`config.mk`:
```
export PLATFORM = sky130hd
export DESIGN_NAME = sram_axi_bridge
export DESIGN_NICKNAME = d
export VERILOG_FILES = /design/src/rtl/sram_axi_bridge.sv
export SDC_FILE = /design/constraint.sdc
export NUM_CORES = 1
export LEC_CHECK = 0
export CELL_PAD_IN_SITES_DETAIL_PLACEMENT = 1
export CELL_PAD_IN_SITES_GLOBAL_PLACEMENT = 1
export CORE_MARGIN = 2
export CORE_UTILIZATION = 32
export CTS_CLUSTER_SIZE = 28
export DETAILED_ROUTE_END_ITERATION = 10
export GPL_ROUTABILITY_DRIVEN = 0
export PLACE_DENSITY = 0.91
export SETUP_SLACK_MARGIN = 0.4
export SLEW_MARGIN = 20
export SYNTH_ARGS = -nofsm -noshare
export SYNTH_HDL_FRONTEND = slang
export SYNTH_SLANG_ARGS = --single-unit
```
`constraint.sdc`:
```
create_clock -name clk -period 2.28 [get_ports clk]
set_input_delay 0.342 -clock clk [delete_from_list [all_inputs] [get_ports clk]]
set_output_delay 0.342 -clock clk [all_outputs]
set_load 0.02 [all_outputs]
```
`src/rtl/sram_axi_bridge.sv`:
```
// Bridges the core's inst (read-only) and data (read/write) SRAM-like ports onto a single
// AXI master with at most one read and one write in flight.
module sram_axi_bridge #(
  parameter logic [3:0] INST_ID = 4'd0,
  parameter logic [3:0] DATA_ID = 4'd1
) (
  input  logic        clk,
  input  logic        resetn,
  input  logic        inst_sram_req,
  input  logic [31:0] inst_sram_addr,
  input  logic [1:0]  inst_sram_size,
  output logic        inst_sram_addr_ok,
  output logic        inst_sram_data_ok,
  output logic [31:0] inst_sram_rdata,
  input  logic        data_sram_req,
  input  logic        data_sram_wr,
  input  logic [1:0]  data_sram_size,
  input  logic [31:0] data_sram_addr,
  input  logic [3:0]  data_sram_wstrb,
  input  logic [31:0] data_sram_wdata,
  output logic        data_sram_addr_ok,
  output logic        data_sram_data_ok,
  output logic [31:0] data_sram_rdata,
  output logic [3:0]  arid,
  output logic [31:0] araddr,
  output logic [2:0]  arsize,
  output logic        arvalid,
  input  logic        arready,
  input  logic [31:0] rdata,
  input  logic        rvalid,
  output logic        rready,
  output logic [31:0] awaddr,
  output logic [2:0]  awsize,
  output logic        awvalid,
  input  logic        awready,
  output logic [31:0] wdata,
  output logic [3:0]  wstrb,
  output logic        wvalid,
  input  logic        wready,
  input  logic        bvalid,
  output logic        bready
);
  typedef enum logic [1:0] {R_IDLE, R_AR, R_R, R_DONE} r_state_e;
  typedef enum logic [1:0] {W_IDLE, W_SEND, W_B, W_DONE} w_state_e;

  r_state_e    r_state_q, r_state_d;
  w_state_e    w_state_q, w_state_d;
  logic        r_src_data_q, r_src_data_d;
  logic [31:0] ar_addr_q, ar_addr_d;
  logic [1:0]  ar_size_q, ar_size_d;
  logic [31:0] inst_rdata_q, inst_rdata_d;
  logic [31:0] data_rdata_q, data_rdata_d;
  logic [31:0] aw_addr_q, aw_addr_d;
  logic [1:0]  aw_size_q, aw_size_d;
  logic [3:0]  wstrb_q, wstrb_d;
  logic [31:0] wdata_q, wdata_d;
  logic        aw_done_q, aw_done_d;
  logic        w_done_q, w_done_d;

  logic r_free, data_rd_inflight, data_rd_acc, data_wr_acc, inst_acc;

  // R_DONE is free too: the returning read retires this cycle, so a new one may start.
  assign r_free           = (r_state_q == R_IDLE) || (r_state_q == R_DONE);
  assign data_rd_inflight = r_src_data_q && ((r_state_q == R_AR) || (r_state_q == R_R));
  assign data_rd_acc      = resetn && data_sram_req && !data_sram_wr && r_free && (w_state_q == W_IDLE);
  assign data_wr_acc      = resetn && data_sram_req && data_sram_wr && (w_state_q == W_IDLE) && !data_rd_inflight;
  assign inst_acc         = resetn && inst_sram_req && r_free && !data_rd_acc;

  assign inst_sram_addr_ok = inst_acc;
  assign data_sram_addr_ok = data_rd_acc || data_wr_acc;
  assign inst_sram_data_ok = (r_state_q == R_DONE) && !r_src_data_q;
  assign data_sram_data_ok = ((r_state_q == R_DONE) && r_src_data_q) || (w_state_q == W_DONE);
  assign inst_sram_rdata   = inst_rdata_q;
  assign data_sram_rdata   = data_rdata_q;

  assign arid    = r_src_data_q ? DATA_ID : INST_ID;
  assign araddr  = ar_addr_q;
  assign arsize  = {1'b0, ar_size_q};
  assign arvalid = (r_state_q == R_AR);
  assign rready  = (r_state_q == R_R);
  assign awaddr  = aw_addr_q;
  assign awsize  = {1'b0, aw_size_q};
  assign awvalid = (w_state_q == W_SEND) && !aw_done_q;
  assign wdata   = wdata_q;
  assign wstrb   = wstrb_q;
  assign wvalid  = (w_state_q == W_SEND) && !w_done_q;
  assign bready  = (w_state_q == W_B);

  always_comb begin
    r_state_d    = r_state_q;
    r_src_data_d = r_src_data_q;
    ar_addr_d    = ar_addr_q;
    ar_size_d    = ar_size_q;
    inst_rdata_d = inst_rdata_q;
    data_rdata_d = data_rdata_q;
    case (r_state_q)
      R_IDLE, R_DONE: begin
        r_state_d = R_IDLE;
        if (data_rd_acc || inst_acc) begin
          r_state_d    = R_AR;
          r_src_data_d = data_rd_acc;
          ar_addr_d    = data_rd_acc ? data_sram_addr : inst_sram_addr;
          ar_size_d    = data_rd_acc ? data_sram_size : inst_sram_size;
        end
      end
      R_AR: if (arready) r_state_d = R_R;
      R_R: begin
        // Only one read is outstanding, so the latched source routes the return.
        if (rvalid) begin
          r_state_d = R_DONE;
          if (r_src_data_q) data_rdata_d = rdata;
          else              inst_rdata_d = rdata;
        end
      end
      default: r_state_d = R_IDLE;
    endcase
  end

  always_comb begin
    w_state_d = w_state_q;
    aw_addr_d = aw_addr_q;
    aw_size_d = aw_size_q;
    wstrb_d   = wstrb_q;
    wdata_d   = wdata_q;
    aw_done_d = aw_done_q;
    w_done_d  = w_done_q;
    case (w_state_q)
      W_IDLE: begin
        if (data_wr_acc) begin
          w_state_d = W_SEND;
          aw_addr_d = data_sram_addr;
          aw_size_d = data_sram_size;
          wstrb_d   = data_sram_wstrb;
          wdata_d   = data_sram_wdata;
          aw_done_d = 1'b0;
          w_done_d  = 1'b0;
        end
      end
      W_SEND: begin
        aw_done_d = aw_done_q || awready;
        w_done_d  = w_done_q || wready;
        if (aw_done_d && w_done_d) w_state_d = W_B;
      end
      W_B:     if (bvalid) w_state_d = W_DONE;
      default: w_state_d = W_IDLE;
    endcase
  end

  always_ff @(posedge clk or negedge resetn) begin
    if (!resetn) begin
      r_state_q    <= R_IDLE;
      w_state_q    <= W_IDLE;
      r_src_data_q <= 1'b0;
      ar_addr_q    <= '0;
      ar_size_q    <= '0;
      inst_rdata_q <= '0;
      data_rdata_q <= '0;
      aw_addr_q    <= '0;
      aw_size_q    <= '0;
      wstrb_q      <= '0;
      wdata_q      <= '0;
      aw_done_q    <= 1'b0;
      w_done_q     <= 1'b0;
    end else begin
      r_state_q    <= r_state_d;
      w_state_q    <= w_state_d;
      r_src_data_q <= r_src_data_d;
      ar_addr_q    <= ar_addr_d;
      ar_size_q    <= ar_size_d;
      inst_rdata_q <= inst_rdata_d;
      data_rdata_q <= data_rdata_d;
      aw_addr_q    <= aw_addr_d;
      aw_size_q    <= aw_size_d;
      wstrb_q      <= wstrb_d;
      wdata_q      <= wdata_d;
      aw_done_q    <= aw_done_d;
      w_done_q     <= w_done_d;
    end
  end
endmodule

```
==> qor.tcl, run 1 <==
set qor(num_rows) 54
set qor(cp_top_family) {buffers and inverters}
set qor(setup.worst_path.class) {flop to flop}
set qor(min_path_type) {input pin to asynchronous set/reset pin}
set qor(post-route-drc-count) 0
set qor(setup.worst_path.end) {wdata[25]}
set qor(synth-seq-area-share_pct) 62.16
set qor(run_status) {finished, final reports clean}
set qor(grt-ovfl-total) 0
set qor(final_core_util_pct) 55.05
set qor(post_route_cells_drive_above_1_share_pct) 27.02
set qor(timing.reg2reg.worst_path_depth) 10
set qor(unrepaired_setup_endpoints_after_global_routing) {true}
set qor(grt_first_pass_wirelength_um) 36050
set qor(layout-area-overhead-vs-synth_pct) 69.46
set qor(critPathBufInv) 7
set qor(most_frequent_cell_on_critical_path) {sky130_fd_sc_hd__buf_6}
set qor(critPathCaptureType) {flop}
set qor(num-fill-cells) 2154
set qor(slowest_stage) {sky130_fd_sc_hd__dfrtp_1}
set qor(groute.usage.overall_pct) 19.83
set qor(nNetsFinal) 1006
set qor(ff2ff_setup_slack_ns) 0.21
set qor(ys_ff_latch) 175
set qor(worstPathRequired_ns) 2.58
set qor(postSynthCellCount) 491
set qor(drt-initial-drc-count) 144
set qor(clock_sinks) 175
set qor(worst-path-max-fanout) 5
set qor(detailedPlacementHpwl_um) 16380
set qor(worstReg2RegEnd) {wdata[25]}
set qor(postSynthAreaPerCell_um2) 14.35
set qor(start_util_pct) 32.49
set qor(numPlacedInstances) 1079
set qor(data_arrival_critical_path_ns) 2.37
set qor(dp_worst_setup_slack_ns) 0.06991
set qor(setup.worst_path.start_class) {flop}
set qor(slowest_delay_ns) 0.42
set qor(synth.yosys.warnings) 0
set qor(clk_pin_slew_ns) 0.08
set qor(cts_tree) {built}
set qor(worst_slack_ns) 0.2137
set qor(drtAntennaViolNets) 0
set qor(drt-pass1-iter-count) 4
set qor(portBuffers) 323
set qor(antenna_cells_inserted) 0
set qor(yosys.cell_types.count) 26
set qor(post_layout_nonfiller_instances) 1146
set qor(chipWidth_um) 152.4
set qor(floorplan.core_area_um2) 21690
set qor(maxSlewHeadroom_pct) 40.89
set qor(irDropWorstVdd_uv) 672.1
set qor(achievable-frequency_mhz) 484.0
set qor(clk_root_buffer_cell) {sky130_fd_sc_hd__clkbuf_16}
set qor(clock_tree.htree_level_count) 4
set qor(maxCapViolations) 0
set qor(timing.critical_path.cells) {ha_4 > buf_6 > inv_4 > buf_6 > buf_6 > a21oi_4 > buf_12 > buf_6 > clkbuf_16 > mux2_4}
set qor(synthFlopType) {sky130_fd_sc_hd__dfrtp_1}
set qor(io_pins) 329
set qor(dieArea_um2) 23220
set qor(first_global_vias) 6154
set qor(period_needed_ns) 2.066
set qor(r2r_start) {r_state_q[1]}
set qor(mappedNetlistArea_um2) 7046
set qor(crit_path_start) {r_state_q[1]}
set qor(wl_per_cell_um) 21.86
set qor(clock_skew_ns) 0.01406
set qor(cts_buffers) 17
set qor(die_y_um) 152.4
set qor(ctsLongestPathBuffers) 2
set qor(synth_async_sr_flop_share_pct) 100.0
set qor(timing.final.hold_violations) 0
set qor(worst-slew-pin-transition_ns) 0.8866
set qor(post-route-period-util_pct) 90.63
set qor(setup-violations-final) 0
set qor(timing.final.max_slew_violations) 0
set qor(postRouteWirelength_um) 25050
set qor(critical_path_depth) 10
set qor(maximum_number_of_pins_on_one_net_before_global_route_repair) 165
set qor(route.detailed.vias_per_inst) 4.765
set qor(setup_tns_ns) 0
set qor(report.power.total_mw) 17.42
set qor(edff_count_synth) 0
set qor(routed_via_count) 5461
set qor(power.leakage_nw) 5.346
set qor(clk_latency_ns) 0.42
set qor(antenna_violations_before_repair) 0
set qor(power_per_cell_area_nw_per_um2) 1459
stage by stage:
stage          instance area (um2)  hold WS (ns)
2_1_floorplan                 7062       0.04641
3_3_place_gp                 10640        0.1809
3_5_place_dp                 10640        0.1824
4_1_cts                      11320        0.1629
5_1_grt                      11940        0.2041
6_report                     11940        0.1180
cell usage in the layout, fill, tap and decap left out, types with 5 or more instances in the layout:
cell type	instances
sky130_fd_sc_hd__buf_12	9
sky130_fd_sc_hd__buf_4	18
sky130_fd_sc_hd__buf_6	11
sky130_fd_sc_hd__clkbuf_16	25
sky130_fd_sc_hd__clkdlybuf4s50_1	312
sky130_fd_sc_hd__conb_1	5
sky130_fd_sc_hd__dfrtp_1	174
sky130_fd_sc_hd__mux2_2	87
sky130_fd_sc_hd__mux2_4	47
sky130_fd_sc_hd__mux2i_1	34
sky130_fd_sc_hd__nand2_1	38
sky130_fd_sc_hd__o21ai_0	37
worst min-delay path by stage:
stage,from,to,slack [ns],depth (start not counted)
after floorplan,resetn,ar_size_q[0],0.05,0
after global placement,resetn,wdata[9],0.18,1
after detailed placement,resetn,wdata[9],0.18,1
after CTS,resetn,araddr[25],0.16,2
after global routing,resetn,araddr[26],0.20,2
final,resetn,araddr[14],0.12,2
what timing repair did:
item,4_1_cts,5_1_grt
buffers inserted,10,10
endpoints found under the setup margin,75,116
endpoints found under the hold margin,11,0
cloned,1,13
pin swaps,4,5
hold buffers,1,0
gates resized for setup,45,79
flip-flops by register name (all words and copies together) (netlist names):
register	count
r_state_q	2
ar_size_q	2
aw_done_q	1
aw_size_q	2
inst_sram_rdata	32
w_state_q	2
araddr	32
r_src_data_q	1
awaddr	32
wstrb	4
data_sram_rdata	32
wdata	32
w_done_q	1
final cells by class:
| class | instances | area [um2] | area share, % |
|---|---|---|---|
| sequential | 175 | 4380 | 36.69 |
| timing repair buffer | 369 | 3908 | 32.73 |
| multi-input combinational | 282 | 2703 | 22.64 |
| clock buffer | 19 | 442.9 | 3.710 |
| tap | 280 | 350.3 | 2.934 |
| clock inverter | 13 | 122.6 | 1.027 |
| inverter | 8 | 32.53 | 0.2725 |
metal layers:
| layer | wire (um) | GRT usage, % | part of all wire (%) |
|---|---|---|---|
| met1 | 9823 | 22.69 | 39 |
| met2 | 13120 | 35.93 | 52 |
| met3 | 1820 | 6.826 | 7.3 |
| met4 | 285 | 4.139 | 1.1 |
| met5 | 0 | 0 | 0 |
power breakdown:
part / switching (mW) / internal [mW] / leakage [nW]
sequential: 0.929 / 4.64 / 2.13
combinational: 4.20 / 4.82 / 2.94
clock: 1.36 / 1.47 / 0.273
total: 6.48 / 10.9 / 5.35
cells by family after synthesis:
family,count (synthesis),synth area share [%]
other,1,0.05323
AOI/OAI and AO/OA,50,3.871
muxes,169,26.41
buffers and inverters,38,3.232
adders and majority gates,7,1.243
DFF,175,62.16
and+or+nand+nor,51,3.037
synthesized netlist by cell type (3+ instances only):
library cell | instances | share of area (%)
sky130_fd_sc_hd__mux2_2 | 133 | 21
sky130_fd_sc_hd__nand2_1 | 38 | 2.0
sky130_fd_sc_hd__buf_4 | 7 | 0.75
sky130_fd_sc_hd__a21o_1 | 3 | 0.32
sky130_fd_sc_hd__nor2b_1 | 3 | 0.27
sky130_fd_sc_hd__ha_1 | 7 | 1.2
sky130_fd_sc_hd__buf_2 | 11 | 0.78
sky130_fd_sc_hd__o21ai_0 | 41 | 2.9
sky130_fd_sc_hd__clkbuf_1 | 6 | 0.32
sky130_fd_sc_hd__nor2_1 | 3 | 0.16
sky130_fd_sc_hd__inv_1 | 8 | 0.43
sky130_fd_sc_hd__dfrtp_1 | 175 | 62
sky130_fd_sc_hd__mux2i_1 | 34 | 4.8
sky130_fd_sc_hd__buf_6 | 6 | 0.96
No activity file was read; power rests on OpenSTA's default activity.
==> run 2, diff against run 1 <==
SKIP_CTS_REPAIR_TIMING = 1   (was not set)
==> run 2 against run 1 <==
Net effect: final cell count is 0.79% lower; power fell by 2.1%; utilization shrank 1.1 points; largest cell class unchanged; combinational power shrank 4.0%; clock power barely moved; critical path type unchanged.
==> qor.tcl, run 2 (synthesis results as in run 1) <==
set qor(postRouteWirelength_um) 24340 ;# was 25050 um
set qor(timing.final.max_slew_violations) 0 ;# unchanged
set qor(setup.worst_path.start_class) {flop} ;# unchanged
set qor(dp_worst_setup_slack_ns) 0.06991 ;# unchanged
set qor(clock_tree.htree_level_count) 4 ;# unchanged
set qor(clk_latency_ns) 0.42 ;# about the same
set qor(grt_first_pass_wirelength_um) 35140 ;# was 36050 um
set qor(layout_common_cells) {312 x sky130_fd_sc_hd__clkdlybuf4s50_1, 173 x sky130_fd_sc_hd__dfrtp_1, 116 x sky130_fd_sc_hd__mux2_2} ;# was 312 x sky130_fd_sc_hd__clkdlybuf4s50_1, 174 x sky130_fd_sc_hd__dfrtp_1, 87 x sky130_fd_sc_hd__mux2_2
set qor(antenna_cells_inserted) 0 ;# unchanged
set qor(grt-ovfl-total) 0 ;# unchanged
set qor(unrepaired_setup_endpoints_after_global_routing) {true} ;# unchanged
set qor(drt-pass1-iter-count) 4 ;# unchanged
set qor(irDropWorstVdd_uv) 670.9 ;# was 672.1 uV
set qor(critPathCaptureType) {flop} ;# unchanged
set qor(setup.worst_path.class) {flop to flop} ;# unchanged
set qor(run_status) {finished, final reports clean} ;# unchanged
set qor(clock_skew_ns) 0.01235 ;# was 0.01406 ns
set qor(post_dp_cell_area_um2) 10640 ;# unchanged
set qor(achievable-frequency_mhz) 463.6 ;# was 484.0 MHz
set qor(drtAntennaViolNets) 0 ;# unchanged
set qor(clock_sinks) 175 ;# unchanged
set qor(ctsLongestPathBuffers) 2 ;# unchanged
set qor(final_core_util_pct) 53.99 ;# was 55.05%
set qor(num_rows) 54 ;# unchanged
set qor(post_route_cells_drive_above_1_share_pct) 25.90 ;# was 27.02%
set qor(first_global_vias) 6017 ;# was 6154
set qor(data_arrival_critical_path_ns) 2.45 ;# was 2.37 ns
set qor(drt-initial-drc-count) 150 ;# was 144
set qor(start_util_pct) 32.49 ;# unchanged
set qor(floorplan.core_area_um2) 21690 ;# unchanged
set qor(chipWidth_um) 152.4 ;# unchanged
set qor(maxSlewHeadroom_pct) 41.12 ;# was 40.89%
set qor(wl_per_cell_um) 21.41 ;# was 21.86 um
set qor(clk_pin_slew_ns) 0.08 ;# about the same
set qor(setup_tns_ns) 0 ;# unchanged
set qor(clk_root_buffer_cell) {sky130_fd_sc_hd__clkbuf_16} ;# unchanged
set qor(nNetsFinal) 997 ;# was 1006
set qor(route.detailed.vias_per_inst) 4.723 ;# was 4.765
set qor(timing.final.hold_violations) 0 ;# unchanged
set qor(timing.reg2reg.worst_path_depth) 7 ;# was 10
set qor(worstPathRequired_ns) 2.58 ;# about the same
set qor(maxCapViolations) 0 ;# unchanged
set qor(post-route-period-util_pct) 94.60 ;# was 90.63%
set qor(final_common_cell) {sky130_fd_sc_hd__clkdlybuf4s50_1} ;# unchanged
set qor(post_layout_nonfiller_instances) 1137 ;# was 1146
set qor(worst_slack_ns) 0.1231 ;# was 0.2137 ns
set qor(post-route-drc-count) 0 ;# unchanged
set qor(whs_ns) 0.1153 ;# was 0.1180 ns
set qor(antenna_violations_before_repair) 0 ;# unchanged
set qor(worst-path-max-fanout) 5 ;# unchanged
set qor(detailedPlacementHpwl_um) 16380 ;# unchanged
set qor(report.power.total_mw) 17.06 ;# was 17.42 mW
set qor(layout-area-overhead-vs-synth_pct) 66.19 ;# was 69.46%
set qor(portBuffers) 323 ;# unchanged
set qor(num-fill-cells) 2176 ;# was 2154
set qor(power_per_cell_area_nw_per_um2) 1457 ;# was 1459 nW/um2
set qor(cts_tree) {built} ;# unchanged
set qor(worst-slew-pin-transition_ns) 0.8833 ;# was 0.8866 ns
set qor(power.leakage_nw) 5.208 ;# was 5.346 nW
set qor(period_needed_ns) 2.157 ;# was 2.066 ns
set qor(maximum_number_of_pins_on_one_net_before_global_route_repair) 165 ;# unchanged
set qor(layout.cell_area.non_filler_um2) 11710 ;# was 11940 um2
set qor(min_path_type) {input pin to asynchronous set/reset pin} ;# unchanged
set qor(dieArea_um2) 23220 ;# unchanged
set qor(io_pins) 329 ;# unchanged
set qor(cts_buffers) 17 ;# unchanged
set qor(routed_via_count) 5370 ;# was 5461
set qor(die_y_um) 152.4 ;# unchanged
set qor(groute.usage.overall_pct) 19.25 ;# was 19.83%
set qor(setup-violations-final) 0 ;# unchanged
set qor(numPlacedInstances) 1079 ;# unchanged
run 2: cell count changes in the layout (fill, tap and decap cells not counted), moves of 3 or more:
cell | previous run | this run
sky130_fd_sc_hd__buf_4 | 18 | 15
sky130_fd_sc_hd__buf_6 | 11 | 8
sky130_fd_sc_hd__dlymetal6s2s_1 | 0 | 4
sky130_fd_sc_hd__mux2_2 | 87 | 116
sky130_fd_sc_hd__mux2_4 | 47 | 17
run 2: worst paths after layout:
| kind | startpoint | to | slack, ns |
|---|---|---|---|
| setup / recovery | r_state_q[1] | w_state_q[1] | 0.12 |
| hold / removal | resetn | araddr[25] | 0.12 |
| setup reg to reg | r_state_q[1] | w_state_q[1] | 0.12 |
| hold reg to reg | awaddr[1] | awaddr[1] | 0.50 |
| max in group asynchronous | resetn | wdata[4] | 1.45 |
| min in group clk | awaddr[1] | awaddr[1] | 0.50 |
run 2: final cells by class:
| type | instances | area [um2] | area share (%) |
|---|---|---|---|
| repair buffers | 360 | 3791 | 32.38 |
| well taps | 280 | 350.3 | 2.992 |
| clock buffers | 19 | 442.9 | 3.783 |
| clock inverters | 13 | 122.6 | 1.047 |
| flip-flops and latches | 175 | 4382 | 37.42 |
| multi-input cells | 282 | 2587 | 22.10 |
| inverters | 8 | 32.53 | 0.2778 |
run 2: report_power, final:
group	internal [mW]	leakage [nW]	switching, mW
Sequential	4.64	2.13	0.931
Clock	1.48	0.273	1.36
Combinational	4.53	2.80	4.12
run 2: layer usage:
metal | track usage (%) | up-vias | part of all wire [%]
li1 | - | 2411 | -
met5 | 0 | - | 0
met3 | 6.712 | 20 | 7.3
met2 | 34.77 | 232 | 52
met4 | 3.471 | 0 | 1.4
met1 | 22.31 | 2707 | 39
run 2: worst max-delay path, stage by stage (launching register included):
cell	delay [ns]
sky130_fd_sc_hd__dfrtp_2	0.44
sky130_fd_sc_hd__ha_4	0.30
sky130_fd_sc_hd__buf_4	0.13
sky130_fd_sc_hd__inv_4	0.04
sky130_fd_sc_hd__a21o_1	0.19
sky130_fd_sc_hd__buf_6	0.15
sky130_fd_sc_hd__a222oi_1	0.41
sky130_fd_sc_hd__mux2_1	0.37
==> run 3, diff against run 2 <==
SKIP_LAST_GASP = 1   (was not set)
==> results of run 3 <==
The final DEF is identical to that of run 2; final timing and power are the same.
